$ cat src/rtl/tone_pkg.sv
// tone_pkg: shared FSM state encoding and note-period constants for the tone sequencer.
// The GAP state exists only when TONE_SEQ_GAP_EN is defined.
package tone_pkg;

    typedef enum logic [1:0] {
        ST_IDLE = 2'd0,
        ST_LOAD = 2'd1,
        ST_PLAY = 2'd2
`ifdef TONE_SEQ_GAP_EN
        , ST_GAP = 2'd3
`endif
    } state_e;

    // Note periods in 50 MHz clocks (one full square-wave cycle)
    localparam int unsigned NOTE_C3 = 382233;
    localparam int unsigned NOTE_D3 = 340529;
    localparam int unsigned NOTE_F3 = 286352;
    localparam int unsigned NOTE_A3 = 227272;

endpackage

$ cat src/rtl/tone_divider.sv
// tone_divider: free-running tone counter plus registered square-wave output.
// The counter is held at 0 unless enabled; the speaker bit lags the counter by one clock.
module tone_divider
    import tone_pkg::*;
#(
    parameter int PW = 19
) (
    input  logic          clk_i,
    input  logic          rst_ni,
    input  logic          enable_i,
    input  logic          restart_i,
    input  logic [PW-1:0] period_i,
    output logic          speaker_o
);

    logic [PW-1:0] cnt_q;
    logic          audible;

    // Periods 0 and 1 are rests: no counting, no output
    assign audible = (period_i >= PW'(2));

    // Tone counter: 0..period-1, wraps; cleared on restart or when idle
    always_ff @(posedge clk_i or negedge rst_ni) begin
        if (!rst_ni)
            cnt_q <= '0;
        else if (restart_i || !enable_i || !audible)
            cnt_q <= '0;
        else if (cnt_q >= period_i - PW'(1))
            cnt_q <= '0;
        else
            cnt_q <= cnt_q + PW'(1);
    end

    // Speaker is high for the upper half of the counter range
    always_ff @(posedge clk_i or negedge rst_ni) begin
        if (!rst_ni)
            speaker_o <= 1'b0;
        else
            speaker_o <= enable_i && audible && (cnt_q >= (period_i >> 1));
    end

endmodule

$ cat src/rtl/tone_sequencer.sv
// tone_sequencer: plays a STEPS-deep table of {period, duration} notes on SPEAKER.
// Optional feature macro TONE_SEQ_GAP_EN adds a silent GAP state of GAP_CYCLES clocks
// between every PLAY and the following LOAD (including loop wrap, never before IDLE).
module tone_sequencer
    import tone_pkg::*;
#(
    parameter int STEPS      = 8,
    parameter int PW         = 19,
    parameter int DW         = 26,
    parameter int GAP_CYCLES = 500000
) (
    input  logic                     CLK,
    input  logic                     RST_N,
    input  logic                     WR_EN,
    input  logic [$clog2(STEPS)-1:0] WR_ADDR,
    input  logic [PW-1:0]            WR_PERIOD,
    input  logic [DW-1:0]            WR_DUR,
    input  logic                     START,
    input  logic                     STOP,
    input  logic                     LOOP,
    output logic                     BUSY,
    output logic [$clog2(STEPS)-1:0] STEP,
    output logic [PW-1:0]            PERIOD,
    output logic                     SPEAKER,
    output logic                     DONE
);

    localparam int AW = $clog2(STEPS);
    localparam logic [AW-1:0] LAST_STEP = AW'(STEPS - 1);

    logic [PW-1:0] tbl_per_q [STEPS];
    logic [DW-1:0] tbl_dur_q [STEPS];

    state_e        state_q;
    logic [AW-1:0] step_q;
    logic [PW-1:0] period_q;
    logic [DW-1:0] dcnt_q;
    logic          done_q;
    logic [DW-1:0] ld_dur;
    logic          tone_en;

`ifdef TONE_SEQ_GAP_EN
    localparam int GW = $clog2(GAP_CYCLES + 1);
    logic [GW-1:0] gap_q;
`endif

    // A zero duration still plays for one clock
    assign ld_dur = (tbl_dur_q[step_q] == '0) ? DW'(1) : tbl_dur_q[step_q];

    // Count only while staying in PLAY, so SPEAKER is never high outside PLAY
    assign tone_en = (state_q == ST_PLAY) && !STOP && (dcnt_q > DW'(1));

    // Pattern table: writable in any state; the played note is latched at LOAD
    always_ff @(posedge CLK or negedge RST_N) begin
        if (!RST_N) begin
            for (int i = 0; i < STEPS; i++) begin
                tbl_per_q[i] <= '0;
                tbl_dur_q[i] <= '0;
            end
        end else if (WR_EN) begin
            tbl_per_q[WR_ADDR] <= WR_PERIOD;
            tbl_dur_q[WR_ADDR] <= WR_DUR;
        end
    end

    // Sequencing FSM: IDLE -> LOAD -> PLAY [-> GAP] -> LOAD ... -> IDLE; STOP aborts
    always_ff @(posedge CLK or negedge RST_N) begin
        if (!RST_N) begin
            state_q  <= ST_IDLE;
            step_q   <= '0;
            period_q <= '0;
            dcnt_q   <= '0;
            done_q   <= 1'b0;
`ifdef TONE_SEQ_GAP_EN
            gap_q    <= '0;
`endif
        end else begin
            done_q <= 1'b0;
            if (STOP) begin
                state_q  <= ST_IDLE;
                step_q   <= '0;
                period_q <= '0;
                dcnt_q   <= '0;
`ifdef TONE_SEQ_GAP_EN
                gap_q    <= '0;
`endif
            end else begin
                case (state_q)
                    ST_IDLE: begin
                        if (START) begin
                            state_q <= ST_LOAD;
                            step_q  <= '0;
                        end
                    end
                    ST_LOAD: begin
                        period_q <= tbl_per_q[step_q];
                        dcnt_q   <= ld_dur;
                        state_q  <= ST_PLAY;
                    end
                    ST_PLAY: begin
                        if (dcnt_q > DW'(1)) begin
                            dcnt_q <= dcnt_q - DW'(1);
                        end else begin
                            dcnt_q <= '0;
                            if (step_q == LAST_STEP && !LOOP) begin
                                state_q  <= ST_IDLE;
                                step_q   <= '0;
                                period_q <= '0;
                                done_q   <= 1'b1;
                            end else begin
                                // power-of-two depth: last step wraps to 0 on loop
                                step_q <= step_q + AW'(1);
`ifdef TONE_SEQ_GAP_EN
                                state_q  <= ST_GAP;
                                period_q <= '0;
                                gap_q    <= GW'(GAP_CYCLES - 1);
`else
                                state_q  <= ST_LOAD;
`endif
                            end
                        end
                    end
`ifdef TONE_SEQ_GAP_EN
                    ST_GAP: begin
                        if (gap_q == '0)
                            state_q <= ST_LOAD;
                        else
                            gap_q <= gap_q - GW'(1);
                    end
`endif
                    default: state_q <= ST_IDLE;
                endcase
            end
        end
    end

    tone_divider #(.PW(PW)) u_div (
        .clk_i     (CLK),
        .rst_ni    (RST_N),
        .enable_i  (tone_en),
        .restart_i (state_q == ST_LOAD),
        .period_i  (period_q),
        .speaker_o (SPEAKER)
    );

    assign BUSY   = (state_q != ST_IDLE);
    assign STEP   = step_q;
    assign PERIOD = period_q;
    assign DONE   = done_q;

endmodule

$ cat config.mk
export PLATFORM = sky130hd
export DESIGN_NAME = tone_sequencer
export DESIGN_NICKNAME = d
export VERILOG_FILES = /design/src/rtl/tone_pkg.sv /design/src/rtl/tone_divider.sv /design/src/rtl/tone_sequencer.sv
export SDC_FILE = /design/constraint.sdc
export NUM_CORES = 1
export LEC_CHECK = 0
export CAP_MARGIN = 20
export CORE_UTILIZATION = 61
export DETAILED_ROUTE_END_ITERATION = 10
export PLACE_DENSITY = 0.92
export SETUP_SLACK_MARGIN = 0.5
export SLEW_MARGIN = 20
export SYNTH_ARGS = -nofsm -noshare
export SYNTH_HDL_FRONTEND = slang
export SYNTH_HIERARCHICAL = 1
export SYNTH_SLANG_ARGS = --single-unit
$ cat constraint.sdc
create_clock -name CLK -period 3.8 [get_ports CLK]
set_clock_uncertainty 0.05 [all_clocks]
set_input_delay 0.57 -clock CLK [delete_from_list [all_inputs] [get_ports CLK]]
set_output_delay 0.57 -clock CLK [all_outputs]
set_load 0.005 [all_outputs]
Word level (Yosys, flattened, before mapping)
Index checks and enable logic that the tools add are counted.
{"block": "word_totals", "elab_cells": 98, "in_bits": 54, "regBits": 431}
{"block": "classes", "n_eq_ne": 6, "bitwise_logic": 2, "magnitude_cmp": 7, "add_sub_neg": 4, "muxes": 36, "n_reduce_logical": 20}
{"cell": "208-bit bitwise mux", "n": 1}
{"cell": "26-bit 2-to-1 mux", "n": 6}
{"cell": "152-bit bitwise mux", "n": 1}
{"cell": "19-bit 2-to-1 mux", "n": 8}
{"cell": "26-bit binary-select mux with 3-bit select", "n": 1}
{"cell": "26-bit demux with 3-bit select", "n": 1}
{"cell": "19-bit binary-select mux with 3-bit select", "n": 1}
{"cell": "19-bit demux with 3-bit select", "n": 1}
{"cell": "26-bit one-hot mux with 2 select lines", "n": 1}
{"cell": "19-bit one-hot mux with 2 select lines", "n": 1}
{"cell": "26-bit by 1-bit > comparator with 1-bit output (second input constant)", "n": 1}
{"cell": "26-bit zero test", "n": 1}
{"cell": "26-bit by 1-bit subtractor with 26-bit output (second input constant)", "n": 1}
{"cell": "19-bit by 1-bit adder with 19-bit output (second input constant)", "n": 1}
{"cell": "19-bit by 18-bit >= comparator with 1-bit output", "n": 1}
{"cell": "19-bit >= comparator", "n": 1}
{"cell": "19-bit by 2-bit >= comparator with 1-bit output (second input constant)", "n": 1}
{"cell": "19-bit by 1-bit subtractor with 19-bit output (second input constant)", "n": 1}
{"cell": "3-bit 2-to-1 mux", "n": 4}
{"cell": "4-bit >= comparator (second input constant)", "n": 2}
{"cell": "3-bit NOT with 4-bit output", "n": 2}
{"cell": "1-bit logical AND", "n": 6}
{"cell": "2-bit 2-to-1 mux", "n": 3}
{"cell": "3-bit inequality test (second input constant)", "n": 2}
{"cell": "other kinds (16)", "n": 26}

Logic depth before layout (Yosys ltp)
{"block": "logic_depth", "depth_word": 8, "mapped_depth": 12, "mapped_depth_nobuf": 11}

Modules after synthesis
The synthesis kept the hierarchy.
{"module": "tone_sequencer", "area_each_um2": 19187.2, "cells_per_inst": 1334, "seq_area_each_um2": 10284.9, "n_inst": 1}
{"module": "tone_divider", "area_each_um2": 2145.8, "cells_per_inst": 249, "seq_area_each_um2": 500.5, "n_inst": 1}

Worst setup path after synthesis
Ideal clock, no wire load.
{"block": "synth_path", "kind": "register to register", "startpoint": "register period_q[2], in the netlist PERIOD[2]", "endpoint": "register u_div.cnt_q[10]", "path_stages_with_launch": 13, "synth_period_minus_slack_ps": 3260, "path_slack_ps": 540, "setup_ps": 86, "arrival_ps": 3124, "n_path_buf": 1, "cell_sequence": "dfrtp_1 or4_4 nor4_4 nand2_1 nor2_1 xnor2_1 ha_1 a21oi_1 o21ai_0 a2111oi_0 nand3_2 buf_6 nor3_1"}
{"block": "synth_via", "elab_chain_cells": 4, "word_cells_on_any_way": 7}
{"item": "start, declared", "line": "tone_sequencer.sv:36", "rtl": "logic [PW-1:0] period_q;"}
{"item": "start signal, assigned", "line": "tone_sequencer.sv:96", "rtl": "period_q <= tbl_per_q[step_q];"}
{"item": "19-bit by 1-bit subtractor with 19-bit output or 19-bit by 2-bit >= comparator with 1-bit output (tied branches)", "line": "tone_divider.sv:28, tone_divider.sv:20"}
{"item": "19-bit >= comparator or 1-bit zero test (tied branches)", "line": "tone_divider.sv:28, tone_divider.sv:26"}
{"item": "19-bit 2-to-1 mux or 1-bit logical OR (tied branches)", "line": "tone_divider.sv:28, tone_divider.sv:26"}
{"item": "19-bit 2-to-1 mux *", "line": "tone_divider.sv:26", "rtl": "else if (restart_i || !enable_i || !audible)"}
{"item": "end signal, assigned", "line": "tone_divider.sv:31", "rtl": "cnt_q <= cnt_q + PW'(1);"}
{"item": "end, declared", "line": "tone_divider.sv:16", "rtl": "logic [PW-1:0] cnt_q;"}
Mark *: on every way between the ends. The rest lies on a longest branch, timed or not.
A chain may end at the register's enable or synchronous reset.

Worst setup path in the final report
{"block": "layout_path", "startpoint": "register step_q[0], in the netlist STEP[0]", "endpoint": "register dcnt_q[0]"}
{"block": "layout_via", "elab_chain_cells": 8}
{"item": "start, declared", "line": "tone_sequencer.sv:35", "rtl": "logic [AW-1:0] step_q;"}
{"item": "start signal, assigned", "line": "tone_sequencer.sv:112", "rtl": "step_q <= step_q + AW'(1);"}
{"item": "3-bit NOT with 4-bit output (not written as such) *", "line": "tone_sequencer.sv:48", "rtl": "assign ld_dur = (tbl_dur_q[step_q] == '0) ? DW'(1) : tbl_dur_q[step_q];"}
{"item": "26-bit binary-select mux with 3-bit select *", "line": "tone_sequencer.sv:48"}
{"item": "26-bit 2-to-1 mux (not written as such) * (2 in a row)", "line": "tone_sequencer.sv:48"}
{"item": "26-bit zero test", "line": "tone_sequencer.sv:48"}
{"item": "26-bit 2-to-1 mux *", "line": "tone_sequencer.sv:48"}
{"item": "26-bit one-hot mux with 2 select lines *", "line": "tone_sequencer.sv:88", "rtl": "case (state_q)"}
{"item": "26-bit 2-to-1 mux *", "line": "tone_sequencer.sv:79", "rtl": "if (STOP) begin"}
{"item": "end signal, assigned", "line": "tone_sequencer.sv:97", "rtl": "dcnt_q <= ld_dur;"}
{"item": "end signal, assigned", "line": "tone_sequencer.sv:102", "rtl": "dcnt_q <= dcnt_q - DW'(1);"}
{"item": "end, declared", "line": "tone_sequencer.sv:37", "rtl": "logic [DW-1:0] dcnt_q;"}
Mark *: on every way between the ends. The rest lies on a longest branch, timed or not. The select of a mux whose other input is x is not followed.

==> results.md <==
* Status: complete, no violations
* Number of synthesized flops with an enable pin at 0
* Critical path, cell by cell: buf_4 > mux4_1 > or2_2 > a22oi_1 > nor4b_1 > nand4_1 > a221oi_2
* Placed cell areas at between 20000 and 25000 sq um
* Total CTS buffers at 44
* Main synth FF type: dfrtp_1
* Skew-Pair Late Insertion Delay at 0.55 ns
* Setup TNS at 0 ns
* GRT overflow at 0
* CTS tree: done
* Final setup viols at 0
* Starting Density at around three fifths
* Placer Congestion at 0.953
* Hold violation count in the final report at 0
* Initial antenna violation count at 6
* Post-Syn Nets at 1681
* Final core utilization at about 70%
* First-pass GRT wire length at 85.8 mm
* Max Cap Violations at 0
* Detailed Place HPWL at 32.6 mm
* Worst Path Required at 4.19 ns
* Total Power at 14.5 mW
* WP data arrival at 3.62 ns
* Placed cells at 2062
* Least-Margin Pin Slew at around 1.0 ns
* Most frequent cell after synthesis: dfrtp_1
* Final nets at 1755
* Slew margin rel. at approximately 33%
* Clock transition at the registers of the reported paths at 0.06 ns
* # IOs at 79
* Total track usage at 30.9%
* Largest stage delay on the critical path at just over 0.8 ns
* Startpoint types: flip-flop
* CP max FO at 34
* # DRC at 0
* Slowest CP cell: dfrtp_4
* Core footprint at 34500 sq um
* #FFs+latches synth at 431
* Via count at 14.6k
* Syn avg cell area at 13.5 sq um
* Leak at 9.97 nW
* Horiz. Die Dim at 189 um
* Fin area at roughly 24000 sq um
* Synth Warn # at 6
* Vias in the first global route at 15.4k
* Area grow syn2layout at 13.6%
* Critical Path Sink Type: flip-flop
* Cells after Synth at 1583
* Synth top area cells: dfrtp_1 51%, mux2_2 20%, mux4_2 7.5%
* Metal2 WL at roughly 26 mm
* Hold Buf Count CTS at 0
* CP Buf/Inv Count at 1
* Row Count at 68
* Yosys cell types at between 70 and 80
* Highest routed layer: met4
* Area leader, netlist: dfrtp_1
* Clock Sinks at 431
* Top cells by count, synth: 431 x dfrtp_1, 376 x mux2_2, 71 x mux4_2, 62 x nor2_1, 61 x nor3_1
* Layout Cells excl Fill at 2147
* PD cells at 598 nW/um^2
* RSZ-0062 raised after global routing: yes
* Vias per inst at 6.79
* Min Tclk post-route at 3.22 ns
* DRT Wirelength at 54.3 mm
* Largest net degree at the start of global routing at around 130
* Met3 wire length at around 4.8 mm
* Final Cycle Share at 84.9%
* Clk buf depth at 3
* Layout cells sized above 1 at 35.7%
* Seq/Total Area, Yosys at approximately half
* FFs w/ async S/R, synth at 100%
* Drt first pass iters at 8
* Fmax at between 300 and 400 MHz
* Max-slew violations at 0
* WL met1 at about 21 mm
* Worst VDD drop at 0.475 mV
* Post-Syn Area at 21300 sq um
* Top Family by Delay on Critical Path: simple AND/OR/NAND/NOR gates
* Die area at 35700 sq um
* Fillers at 2041
* Yosys top cell area share at between 50% and 60%
* Die Ht at 189 um
* ANT nets after route at 0
* 1st-iter DRT viols at about 1.4k
* Depth of the CTS H-tree at 2
* CP Class: reg -> reg
* CTS Root Cell: clkbuf_16
* Routed len/inst at 25.3 um
* HP Class: in -> async
* Port Buffers at 78
registers in the layout, indices dropped and copies added (netlist names):
register / count
DONE: 1
PERIOD: 19
STEP: 3
dcnt_q: 26
state_q: 2
tbl_dur_q: 208
tbl_per_q: 152
u_div/cnt_q: 19
u_div/speaker_o: 1
worst reg2reg max path: cells and delay by family, from the launching register on:
kind / cells / cell delay (ns)
buffers and inverters: 1 / 0.33
flip-flops: 1 / 0.81
AO/OA/AOI/OAI: 2 / 0.46
multiplexers: 1 / 0.55
AND/OR/NAND/NOR: 3 / 0.93
report_power, final:
part	leakage [nW]	internal, mW	switching, mW
clock	0.719	2.64	1.79
sequential	5.28	5.57	0.770
combinational	3.97	1.87	1.85
total	9.97	10.1	4.40
final cells by class:
cell class,count,area [sq um],area share [%]
Antenna cell,4,10.0,0.0413
Timing Repair Buffer,118,1220,5.03
Tap cell,455,569,2.35
Clock buffer,62,1260,5.20
Inverter,33,124,0.511
Clock inverter,15,205,0.847
Sequential cell,431,10800,44.5
Multi-Input combinational cell,1029,10100,41.5
cell families after synthesis:
group                    after synthesis  share of synthesized area [%]
AND/OR/NAND/NOR                      294                           7.21
XOR/XNOR                              35                           1.44
multiplexers                         503                           30.5
buffers and inverters                123                           2.79
adder cells (fa/ha/maj)               44                           2.58
flip-flops                           431                           50.6
AO/OA/AOI/OAI                        153                           4.93
metrics by stage:
step | setup slack (ns) | hold WS, ns
final | 0.576 | 0.108
after global routing | 0.475 | 0.180
after CTS | 0.509 | 0.143
after detailed placement | 0.206 | 0.438
after global placement | 0.441 | 0.429
after floorplan | 0.540 | 0.224
path summary, 6_finish.rpt:
kind	from	to	slack [ns]	cells past startpoint
setup reg to reg	STEP[0]	dcnt_q[0]	0.58	7
min in group CLK	tbl_dur_q[162]	tbl_dur_q[162]	0.45	1
hold / removal	RST_N	tbl_dur_q[174]	0.11	1
max in group asynchronous	RST_N	tbl_per_q[8]	2.53	2
setup / recovery	STEP[0]	dcnt_q[0]	0.58	7
hold reg to reg	tbl_dur_q[162]	tbl_dur_q[162]	0.45	1
metal layers:
metal / vias to the layer above / GRT usage (%)
met5: - / 0
met3: 165 / 7.19
met4: 0 / 12.3
li1: 6076 / -
met1: 7537 / 40.9
met2: 800 / 49.9
cells in the final DEF (no fill, tap or decap), drive strengths merged, types with 6 or more instances in the layout:
cell type	instances
and3	7
a22oi	6
dfrtp	431
mux2	376
clkdlybuf4s50	77
nand2	54
nand4	15
xnor2	28
or2	8
ha	44
a211oi	11
a211o	6
or4	6
clkinv	8
a21oi	26
buf	41
o31ai	19
inv	33
mux2i	49
mux4	78
clkbuf	62
nor2	62
o21ai	35
xor2	7
nand3	24
nor4	18
or3	10
o22ai	11
nor3	62
timing repair:
| action | 4_1_cts | 5_1_grt |
|---|---|---|
| setup endpoints to repair | 19 | 20 |
| resized for setup | 3 | 18 |
| pin swaps | 1 | 0 |
| setup buffers | 1 | 3 |
No activity file was read; power rests on OpenSTA's default activity.
